$ cat src/rtl/fpaddsub_align_module_if.sv
// Operand/result handshake bundle for the FP add/sub alignment stage.
// slave = the aligner, master = the producer/consumer around it.
interface fpaddsub_align_module_if #(
  parameter int MW    = 26,
  parameter int SW    = 8,
  parameter int TAG_W = 10
);
  logic             in_valid;
  logic             in_ready;
  logic [MW-1:0]    mant_in;
  logic [SW-1:0]    shift_in;
  logic [TAG_W-1:0] tag_in;
  logic             out_valid;
  logic             out_ready;
  logic [MW-1:0]    mant_out;
  logic [TAG_W-1:0] tag_out;
  logic             sat_out;

  modport master (
    output in_valid, mant_in, shift_in, tag_in, out_ready,
    input  in_ready, out_valid, mant_out, tag_out, sat_out
  );

  modport slave (
    input  in_valid, mant_in, shift_in, tag_in, out_ready,
    output in_ready, out_valid, mant_out, tag_out, sat_out
  );
endinterface

$ cat src/rtl/fpaddsub_align_module.sv
// Three-stage mantissa aligner: right shift by exponent difference,
// with every discarded bit folded into a sticky LSB.
module fpaddsub_align_module #(
  parameter int MW    = 26,
  parameter int SW    = 8,
  parameter int TAG_W = 10
) (
  input logic clk,
  input logic rst,
  fpaddsub_align_module_if.slave io
);

  localparam logic [MW-1:0] ONES = '1;

  // Returns {sticky, mant}; sticky picks up bits dropped by this step.
  function automatic logic [MW:0] rsh(
    input logic [MW-1:0] m,
    input logic          s,
    input logic          do_sh,
    input int unsigned   k
  );
    logic [MW-1:0] r;
    logic          st;
    r  = m;
    st = s;
    if (do_sh) begin
      st = st | (|(m & ~(ONES << k)));
      r  = m >> k;
    end
    return {st, r};
  endfunction

  logic             en;
  logic             v1, v2, ov;
  logic [MW-1:0]    m1, m2, mo;
  logic             s1, s2;
  logic [4:0]       a1;
  logic [2:0]       a2;
  logic             q1, q2, qo;
  logic [TAG_W-1:0] t1, t2, to;

  logic             sat_c;
  logic [MW:0]      c2a, c2b;
  logic [MW:0]      c3a, c3b, c3c;

  assign en          = ~ov | io.out_ready;
  assign io.in_ready = en;
  assign io.out_valid = ov;
  assign io.mant_out  = mo;
  assign io.tag_out   = to;
  assign io.sat_out   = qo;

  assign sat_c = 32'(io.shift_in) >= 32'(MW);

  always_comb begin
    c2a = rsh(m1, s1, a1[4], 16);
    c2b = rsh(c2a[MW-1:0], c2a[MW], a1[3], 8);
  end

  always_comb begin
    c3a = rsh(m2, s2, a2[2], 4);
    c3b = rsh(c3a[MW-1:0], c3a[MW], a2[1], 2);
    c3c = rsh(c3b[MW-1:0], c3b[MW], a2[0], 1);
  end

  always_ff @(posedge clk or posedge rst) begin
    if (rst) begin
      v1 <= 1'b0;
      m1 <= '0;
      s1 <= 1'b0;
      a1 <= '0;
      q1 <= 1'b0;
      t1 <= '0;
    end else if (en) begin
      v1 <= io.in_valid;
      m1 <= sat_c ? '0 : io.mant_in;
      s1 <= sat_c & (|io.mant_in);
      a1 <= sat_c ? 5'd0 : io.shift_in[4:0];
      q1 <= sat_c;
      t1 <= io.tag_in;
    end
  end

  always_ff @(posedge clk or posedge rst) begin
    if (rst) begin
      v2 <= 1'b0;
      m2 <= '0;
      s2 <= 1'b0;
      a2 <= '0;
      q2 <= 1'b0;
      t2 <= '0;
    end else if (en) begin
      v2 <= v1;
      m2 <= c2b[MW-1:0];
      s2 <= c2b[MW];
      a2 <= a1[2:0];
      q2 <= q1;
      t2 <= t1;
    end
  end

  always_ff @(posedge clk or posedge rst) begin
    if (rst) begin
      ov <= 1'b0;
      mo <= '0;
      qo <= 1'b0;
      to <= '0;
    end else if (en) begin
      ov <= v2;
      mo <= c3c[MW-1:0] | {{(MW-1){1'b0}}, c3c[MW]};
      qo <= q2;
      to <= t2;
    end
  end

endmodule
$ cat src/flat_wrapper.sv
// flat-port wrapper written by rule: the top's interface ports become plain ports
module fpaddsub_align_module_flat 
#(
  parameter int MW    = 26,
  parameter int SW    = 8,
  parameter int TAG_W = 10
)
  (clk, rst, io_in_valid, io_mant_in, io_shift_in, io_tag_in, io_out_ready, io_in_ready, io_out_valid, io_mant_out, io_tag_out, io_sat_out);
  fpaddsub_align_module_if #(.MW(MW), .SW(SW), .TAG_W(TAG_W)) io_i ();
  input logic clk;
  input logic rst;
  input wire logic [$bits(io_i.in_valid)-1:0] io_in_valid;
  input wire logic [$bits(io_i.mant_in)-1:0] io_mant_in;
  input wire logic [$bits(io_i.shift_in)-1:0] io_shift_in;
  input wire logic [$bits(io_i.tag_in)-1:0] io_tag_in;
  input wire logic [$bits(io_i.out_ready)-1:0] io_out_ready;
  output wire logic [$bits(io_i.in_ready)-1:0] io_in_ready;
  output wire logic [$bits(io_i.out_valid)-1:0] io_out_valid;
  output wire logic [$bits(io_i.mant_out)-1:0] io_mant_out;
  output wire logic [$bits(io_i.tag_out)-1:0] io_tag_out;
  output wire logic [$bits(io_i.sat_out)-1:0] io_sat_out;
  assign io_i.in_valid = io_in_valid;
  assign io_i.mant_in = io_mant_in;
  assign io_i.shift_in = io_shift_in;
  assign io_i.tag_in = io_tag_in;
  assign io_i.out_ready = io_out_ready;
  assign io_in_ready = io_i.in_ready;
  assign io_out_valid = io_i.out_valid;
  assign io_mant_out = io_i.mant_out;
  assign io_tag_out = io_i.tag_out;
  assign io_sat_out = io_i.sat_out;
  fpaddsub_align_module #(.MW(MW), .SW(SW), .TAG_W(TAG_W)) u_core (.clk(clk), .rst(rst), .io(io_i));
endmodule
$ cat config.mk
export PLATFORM = sky130hd
export DESIGN_NAME = fpaddsub_align_module_flat
export DESIGN_NICKNAME = d
export VERILOG_FILES = /design/src/rtl/fpaddsub_align_module_if.sv /design/src/rtl/fpaddsub_align_module.sv /design/src/flat_wrapper.sv
export SDC_FILE = /design/constraint.sdc
export NUM_CORES = 1
export LEC_CHECK = 0
export ABC_AREA = 1
export CAP_MARGIN = 20
export CORE_MARGIN = 5
export CORE_UTILIZATION = 31
export DETAILED_ROUTE_END_ITERATION = 10
export SYNTH_ARGS = -nofsm -noshare
export SYNTH_HDL_FRONTEND = slang
export SYNTH_SLANG_ARGS = --single-unit
$ cat constraint.sdc
create_clock -name clk -period 5.14 [get_ports clk]
set_clock_uncertainty 0.1 [all_clocks]
set_input_delay 0.771 -clock clk [delete_from_list [all_inputs] [get_ports clk]]
set_output_delay 0.771 -clock clk [all_outputs]
set_load 0.005 [all_outputs]
==> run metrics, run 1 <==
# setup viols final 0; Slew @ Worst Pin 0.772 ns; CP startpoint kind primary input; n_diodes 0; 1st-pass router iterations 5; die height 147 um; setup_tns 0 ns; GR Util All Layers 14.0%; vias per cell 4.75; CP cell instances clkdlybuf4s50_1 -> inv_1 -> nand2_4 -> clkdlybuf4s50_1; fillcell total 1,895; syn_area_per_cell 8.12 um2; cell area after synthesis 5820 um2; most common cell after layout, fill and taps aside nand2_1; max cap viols 0; clk sinks 124; vias 4,889; met3 routed wirelength 635 um; CTS tree done; Slew headroom 48.4%; max frequency 320 MHz; crit-path max cell delay 0.59 ns; CTS Buf Count 17; starting density of the core 31.3%; Synth-to-Final Area Change 27.3%; Post-synth EDFFs 0; Peak supply drop 0.000235 V; setup slack, reg-to-reg 3.07 ns; Placer Congestion 0.797; H-Tree Depth 4; r2r startpoint u_core.io.out_valid; Primary FF master, synth dfrtp_1; RSZ-0062 raised after global routing no; Yosys warning count 0; die area 21,600 um2; Arrival @ worst endpoint 2.25 ns; clk_lat worst skew 0.41 ns; post-synthesis sequential area ratio 53.3%; Max Slew Vio Count 0; CP top delay family buffers and inverters; M1 wire length 7390 um; largest net degree at the start of global routing 67; CP Class in2out; status complete, no violations; port buffer count 86; Seq cells post-synth 124; most frequent cells in the layout nand2_1 (299), dfrtp_1 (124), clkdlybuf4s50_1 (86), o21ai_0 (63); first-pass GRT wire length 24,800 um; most frequent CP cell clkdlybuf4s50_1; CP Capture Type output port; core box area 18,600 um2; Fin. Hold Viols 0; Register-to-Register Path Depth 5; Iter 0 DRT Violations 269; HPWL after DPL 10,500 um; fin crit share 60.8%; Buf/Inv on CP 3; setup bufs post-CTS 0; CTS max path bufs 2; LEAKAGE 3.44 nW; hold wc startpoint u_core.v2; number of primary I/O pins 87; pwr/cell area 436 nW/um2; met2 wire len 6360 um; Root Buffer Master clkbuf_16; reg-to-reg endpoint u_core.m2[11]; post-synth cell types 27; Avg WL per Cell 14.1 um; vias in the first global route 4,869; required time worst endpoint 4.27 ns; Post-Syn Nets 764; Async S/R FF share, synth 100%; initial antenna violation count 0; CP Capture Point io_in_ready; Min-Delay Path Class reg2reg; num rows 50; layout cell share with drive strength beyond 1 5.65%; GRT overflow 0; CTS clk-pin slew, worst paths 0.05 ns; DRC 0; Final #Nets 832; Antenna Violating Nets Remaining 0; max layer used met4; Critical Path Fanout Max 47; cell depth of the worst min-delay path 2; post-cts sizing count 0; CTS Hold Bufs 0; Gate Count Post-Synth 716; critical path depth 4; Period minus WS final 3.12 ns; crit path from io_out_ready; WHS 0.346 ns; Die W 147 um; CP max stage cell clkdlybuf4s50_1; final wirelength 14,600 um
-- worst reg2reg max path, cell delays in order (launching register included) --
cell	delay, ns
dfrtp_1	0.40
nand2_4	0.29
nand2_1	0.71
inv_1	0.17
a22oi_1	0.16
o21ai_0	0.10
-- through the flow --
stage          area, um2  utilization, %  cells  worst slack (ns)  power (mW)
2_1_floorplan       5820               -    716             0.970        1.71
3_3_place_gp        6820            36.7    999              2.02        2.05
3_5_place_dp        6820            36.7    999              2.02        2.06
4_1_cts             7410            39.9   1030              2.01        3.26
5_1_grt             7410            39.9   1030              1.92        3.42
6_report            7410            39.9   1030              2.02        3.23
-- state kept, by name (all words and copies together) (netlist names), 3 cells and up --
name,count
u_core.m1,26
u_core.t1,10
u_core.a2,3
u_core.io.tag_out,10
u_core.m2,26
u_core.io.mant_out,26
u_core.t2,10
u_core.a1,5
-- cells by family after synthesis --
| family | after synthesis | share of synthesized area, % |
|---|---|---|
| multiplexers | 14 | 2.41 |
| AO/OA/AOI/OAI | 110 | 11.1 |
| buffers and inverters | 81 | 6.11 |
| flip-flops | 124 | 53.3 |
| AND/OR/NAND/NOR | 387 | 27.0 |
-- where the power goes --
group | switching [mW] | leakage, nW | internal, mW
registers | 0.124 | 1.63 | 1.17
logic | 0.407 | 1.53 | 0.337
clock network | 0.422 | 0.278 | 0.770
total | 0.953 | 3.44 | 2.27
-- synthesized netlist by cell type, types with 2 or more instances --
master	number	share of area, %
dfrtp_1	124	53
a21oi_1	2	0.17
or2_2	4	0.43
o211ai_1	6	0.77
nor2_1	28	1.8
buf_2	23	2.0
nand4_1	16	1.7
o21ai_1	14	1.2
nand2_1	299	19
a22oi_1	3	0.39
nand2_2	2	0.22
inv_2	3	0.19
buf_4	4	0.52
mux2i_1	14	2.4
nand3_1	35	3.0
o221ai_1	16	2.4
inv_1	36	2.3
clkbuf_1	13	0.84
o21ai_0	63	5.4
o22ai_1	4	0.43
-- metal layers --
layer / up-vias / GRT usage [%]
met4: 0 / 4.33
met1: 2274 / 20.2
met5: - / 0
met2: 116 / 20.8
met3: 13 / 3.33
li1: 2486 / -
-- final cells by class --
cell class / instances / area (um2) / share of cell area, %
Sequential cell: 124 / 3100 / 41.9
Multi-Input combinational cell: 511 / 2360 / 31.9
Timing Repair Buffer: 90 / 903 / 12.2
Clock buffer: 20 / 447 / 6.03
Tap cell: 234 / 293 / 3.95
Inverter: 40 / 153 / 2.06
Clock inverter: 11 / 144 / 1.94
-- worst min-delay path by stage --
stage                          end  slack (ns)
2_1_floorplan  u_core.io.out_valid        0.32
3_3_place_gp   u_core.io.out_valid        0.33
3_5_place_dp   u_core.io.out_valid        0.34
4_1_cts        u_core.io.out_valid        0.35
5_1_grt        u_core.io.out_valid        0.38
6_report       u_core.io.out_valid        0.35
Note: power is estimated with default switching activity, not from simulation.
==> run 2, diff against run 1 <==
- clock period: 5.14 -> 3.1 ns (I/O delays scaled with it)
==> run metrics, run 2 (synthesis gave the netlist of run 1 again) <==
status complete, no violations; total power 5.30 mW (+64%); RSZ-0062 raised after global routing no; HPWL after DPL 10,800 um (+3.3%); CTS Buf Count 17 (unchanged); reg-to-reg endpoint u_core.io.mant_out[0]; pwr/cell area 711 nW/um2 (+63%); CTS max path bufs 2 (unchanged); CTS Hold Bufs 0 (unchanged); max frequency 426 MHz; fillcell total 1,909 (+0.74%); Hold Crit Endpoint u_core.io.out_valid; Max Slew Vio Count 0 (unchanged); CTS tree done; largest net degree at the start of global routing 53 (-21%); starting density of the core 31.3% (unchanged); Iter 0 DRT Violations 332 (+23%); met2 usage 20.4% (-0.46 points); setup slack, reg-to-reg 1.07 ns (-2.00 ns); Placer Congestion 0.813 (+2.0%); Most Crowded Layer GR met1; vias in the first global route 4,831 (-0.78%); setup bufs post-CTS 0 (unchanged); layout cell share with drive strength beyond 1 6.11% (+0.46 points); setup_tns 0 ns (unchanged); GRT met1 Usage 20.9% (+0.74 points); r2r startpoint u_core.a2[2]; num rows 50 (unchanged); final wirelength 15,000 um (+3.2%); GR Util All Layers 14.3% (+0.30 points); Slew headroom 49.8% (+1.4 points); required time worst endpoint 2.53 ns (-1.74 ns); max cap viols 0 (unchanged); Final #Nets 838 (+0.72%); initial antenna violation count 0 (unchanged); fin crit share 75.7%; die height 147 um (unchanged); Avg WL per Cell 14.5 um (+2.6%); Peak supply drop 0.000382 V (+63%); first-pass GRT wire length 25,200 um (+1.6%); Arrival @ worst endpoint 1.78 ns (-0.47 ns); core box area 18,600 um2 (unchanged); most common cell after layout, fill and taps aside nand2_1; port buffer count 86 (unchanged); number of primary I/O pins 87 (unchanged); worst setup margin 0.753 ns (-1.26 ns); Min-Delay Path Class reg2reg; # setup viols final 0 (unchanged); H-Tree Depth 4 (unchanged); Critical Path Fanout Max 25 (-47%); most frequent cells in the layout nand2_1 (299), dfrtp_1 (124), clkdlybuf4s50_1 (86), o21ai_0 (63); Slew @ Worst Pin 0.752 ns (-0.0201 ns); clk sinks 124 (unchanged); Period minus WS final 2.35 ns; LEAKAGE 3.47 nW (+0.95%); n_diodes 0 (unchanged); post-cts sizing count 0 (unchanged); pre-CTS setup slack 0.710 ns (-1.31 ns); GRT overflow 0 (unchanged); 1st-pass router iterations 5 (unchanged); CP startpoint kind primary input; Antenna Violating Nets Remaining 0 (unchanged); met3 Use GR 3.79% (+0.46 points); Register-to-Register Path Depth 7 (+2); Fin. Hold Viols 0 (unchanged); clk_lat worst skew 0.42 ns (about the same); die area 21,600 um2 (unchanged); CP Capture Type output port; CP Class in2out; cell depth of the worst min-delay path 2 (unchanged); vias 4,978 (+1.8%); Root Buffer Master clkbuf_16; DRC 0 (unchanged); hold wc startpoint u_core.v2; vias per cell 4.81 (+1.2%); Die W 147 um (unchanged); CTS clk-pin slew, worst paths 0.05 ns (about the same); Synth-to-Final Area Change 28.0%
## run 2: final cells by class
type / count / area (um2) / area share [%]
flip-flops and latches: 124 / 3100 / 41.7
multi-input cells: 511 / 2360 / 31.7
repair buffers: 96 / 973 / 13.1
clock buffers: 23 / 468 / 6.28
well taps: 234 / 293 / 3.93
inverters: 40 / 154 / 2.07
clock inverters: 8 / 92.6 / 1.24
## run 2: how the worst max path moves through the flow
stage / from / to / slack (ns) / cells after the start
after detailed placement: io_shift_in[2] / u_core.m1[14] / 0.71 / 4
after global routing: io_out_ready / io_in_ready / 0.65 / 4
after floorplan: rst / u_core.a1[0] / 1.01 / 1
after global placement: io_shift_in[2] / u_core.a1[0] / 0.73 / 4
after CTS: io_out_ready / io_in_ready / 0.73 / 4
final: io_out_ready / io_in_ready / 0.75 / 4
## run 2: critical path: stages
cell and delay [ns]:
clkdlybuf4s50_1 0.45, inv_1 0.06, nand2_4 0.23, clkdlybuf4s50_1 0.56
## run 2: report_power, final
group / internal [mW] / leakage, nW / switching, mW
logic: 0.582 / 1.56 / 0.696
clock network: 1.21 / 0.277 / 0.680
registers: 1.93 / 1.63 / 0.193
## run 2: per-layer routing
| layer | wire, um | up-vias |
|---|---|---|
| li1 | - | 2490 |
| met4 | 260 | 0 |
| met2 | 6410 | 145 |
| met5 | 0 | - |
| met1 | 7600 | 2325 |
| met3 | 754 | 18 |
## run 2: stage by stage
stage          hold WS [ns]  util (%)  instances  area [um2]
2_1_floorplan         0.320         -        716        5820
3_3_place_gp          0.330      37.1       1005        6890
3_5_place_dp          0.339      37.1       1005        6890
4_1_cts               0.349      40.1       1036        7450
5_1_grt               0.377      40.1       1036        7450
6_report              0.341      40.1       1036        7450
==> run 3, diff against run 2 <==
- clock period: 3.1 -> 2.32 ns (I/O delays scaled with it)
==> run metrics, run 3 (synthesis gave the netlist of run 1 again) <==
status complete, no violations; vias 4,982 (+0.080%); total power 7.34 mW (+39%); final wirelength 14,900 um (-0.73%); vias in the first global route 4,768 (-1.3%); largest net degree at the start of global routing 78 (+47%); Synth-to-Final Area Change 30.5%; Fin. Hold Viols 0 (unchanged); CP max stage cell clkdlybuf4s50_1; Slew headroom 64.4% (+15 points); Min-Delay Path Class in2async; layout cell share with drive strength beyond 1 7.29% (+1.2 points); HPWL after DPL 11,000 um (+1.3%); CTS tree done; Max Slew Vio Count 0 (unchanged); Buf/Inv on CP 3 (unchanged); GRT overflow 0 (unchanged); clk_lat worst skew 0.41 ns (about the same); number of primary I/O pins 87 (unchanged); Die W 147 um (unchanged); CTS max path bufs 2 (unchanged); 1st-pass router iterations 5 (unchanged); die height 147 um (unchanged); setup_tns 0 ns (unchanged); Period minus WS final 1.98 ns; Final #Nets 846 (+0.95%); GR Util All Layers 14.2% (-0.12 points); clk sinks 124 (unchanged); H-Tree Depth 4 (unchanged); max frequency 504 MHz; most frequent CP cell clkdlybuf4s50_1; n_diodes 0 (unchanged); Arrival @ worst endpoint 1.54 ns (-0.24 ns); CP Capture Type output port; Critical Path Fanout Max 11 (-56%); CTS Hold Bufs 0 (unchanged); CTS Buf Count 17 (unchanged); Root Buffer Master clkbuf_16; pwr/cell area 967 nW/um2 (+36%); # setup viols final 0 (unchanged); RSZ-0062 raised after global routing no; Placer Congestion 0.837 (+3.0%); initial antenna violation count 0 (unchanged); Antenna Violating Nets Remaining 0 (unchanged); post-cts sizing count 0 (unchanged); required time worst endpoint 1.87 ns (-0.66 ns); Avg WL per Cell 14.3 um (-1.4%); port buffer count 86 (unchanged); DRC 0 (unchanged); CP Class in2out; setup bufs post-CTS 0 (unchanged); fin crit share 85.5%; die area 21,600 um2 (unchanged); Slew @ Worst Pin 0.534 ns (-0.218 ns); Peak supply drop 0.000498 V (+30%); first-pass GRT wire length 25,000 um (-0.63%); LEAKAGE 3.54 nW (+2.1%); vias per cell 4.78 (-0.59%); CTS clk-pin slew, worst paths 0.05 ns (about the same); crit-path max cell delay 0.52 ns (-0.04 ns); CP top delay family buffers and inverters; most frequent cells in the layout nand2_1 (299), dfrtp_1 (124), clkdlybuf4s50_1 (86), o21ai_0 (63); starting density of the core 31.3% (unchanged); num rows 50 (unchanged); most common cell after layout, fill and taps aside nand2_1; core box area 18,600 um2 (unchanged); fillcell total 1,883 (-1.4%); max cap viols 0 (unchanged); Iter 0 DRT Violations 295 (-11%); CP cell instances clkdlybuf4s50_1 -> inv_1 -> nand2_4 -> clkdlybuf4s50_1; CP startpoint kind primary input
==> run 3: changes by cell type in the layout (fill, tap and decap cells not counted), sizes merged <==
cell    delta
bufinv     +1
clkbuf     +1
buf        +8
clkinv     -3
==> run 3: layer usage <==
metal	track usage [%]	wire length (um)
met1	20.4	7500
met2	20.7	6410
met3	3.58	712
met4	5.08	293
met5	0	0
==> run 3: power by group <==
group | internal [mW] | switching (mW)
registers | 2.58 | 0.248
logic | 0.823 | 0.937
clock network | 1.84 | 0.907
total | 5.25 | 2.09
==> run 3: final cells by class <==
cell class	instances	area, um2	area share (%)
Clock buffer	24	512	6.74
Clock inverter	6	108	1.42
Inverter	40	154	2.03
Multi-Input combinational cell	511	2360	31.1
Sequential cell	124	3100	40.9
Tap cell	234	293	3.86
Timing Repair Buffer	104	1060	13.9
==> run 3: path summary, 6_finish.rpt <==
path	startpoint	end	slack, ns	cells after the start
max in group asynchronous	rst	u_core.m2[7]	1.42	3
min	rst	u_core.io.mant_out[6]	0.28	3
min reg2reg	u_core.v2	u_core.io.out_valid	0.34	2
max	io_out_ready	io_in_ready	0.34	4
min in group clk	u_core.v2	u_core.io.out_valid	0.34	2
max reg2reg	u_core.a1[4]	u_core.m2[1]	0.61	5
==> run 3: worst register-to-register path, cell delays in order (launching register included) <==
cell	delay [ns]
dfrtp_1	0.67
clkinv_1	0.27
o21ai_0	0.27
inv_1	0.11
nand2_1	0.07
o221ai_1	0.09
==> run 3: per-stage QoR <==
stage                     std cells  utilization (%)  area [um2]  hold slack, ns  worst slack [ns]
after CTS                      1043             40.9        7590           0.285             0.307
after global routing           1043             40.9        7590           0.334             0.273
after floorplan                 716                -        5820           0.320             0.347
after global placement         1013             37.5        6970           0.335             0.320
final                          1043             40.9        7590           0.282             0.336
after detailed placement       1013             37.5        6970           0.339             0.275
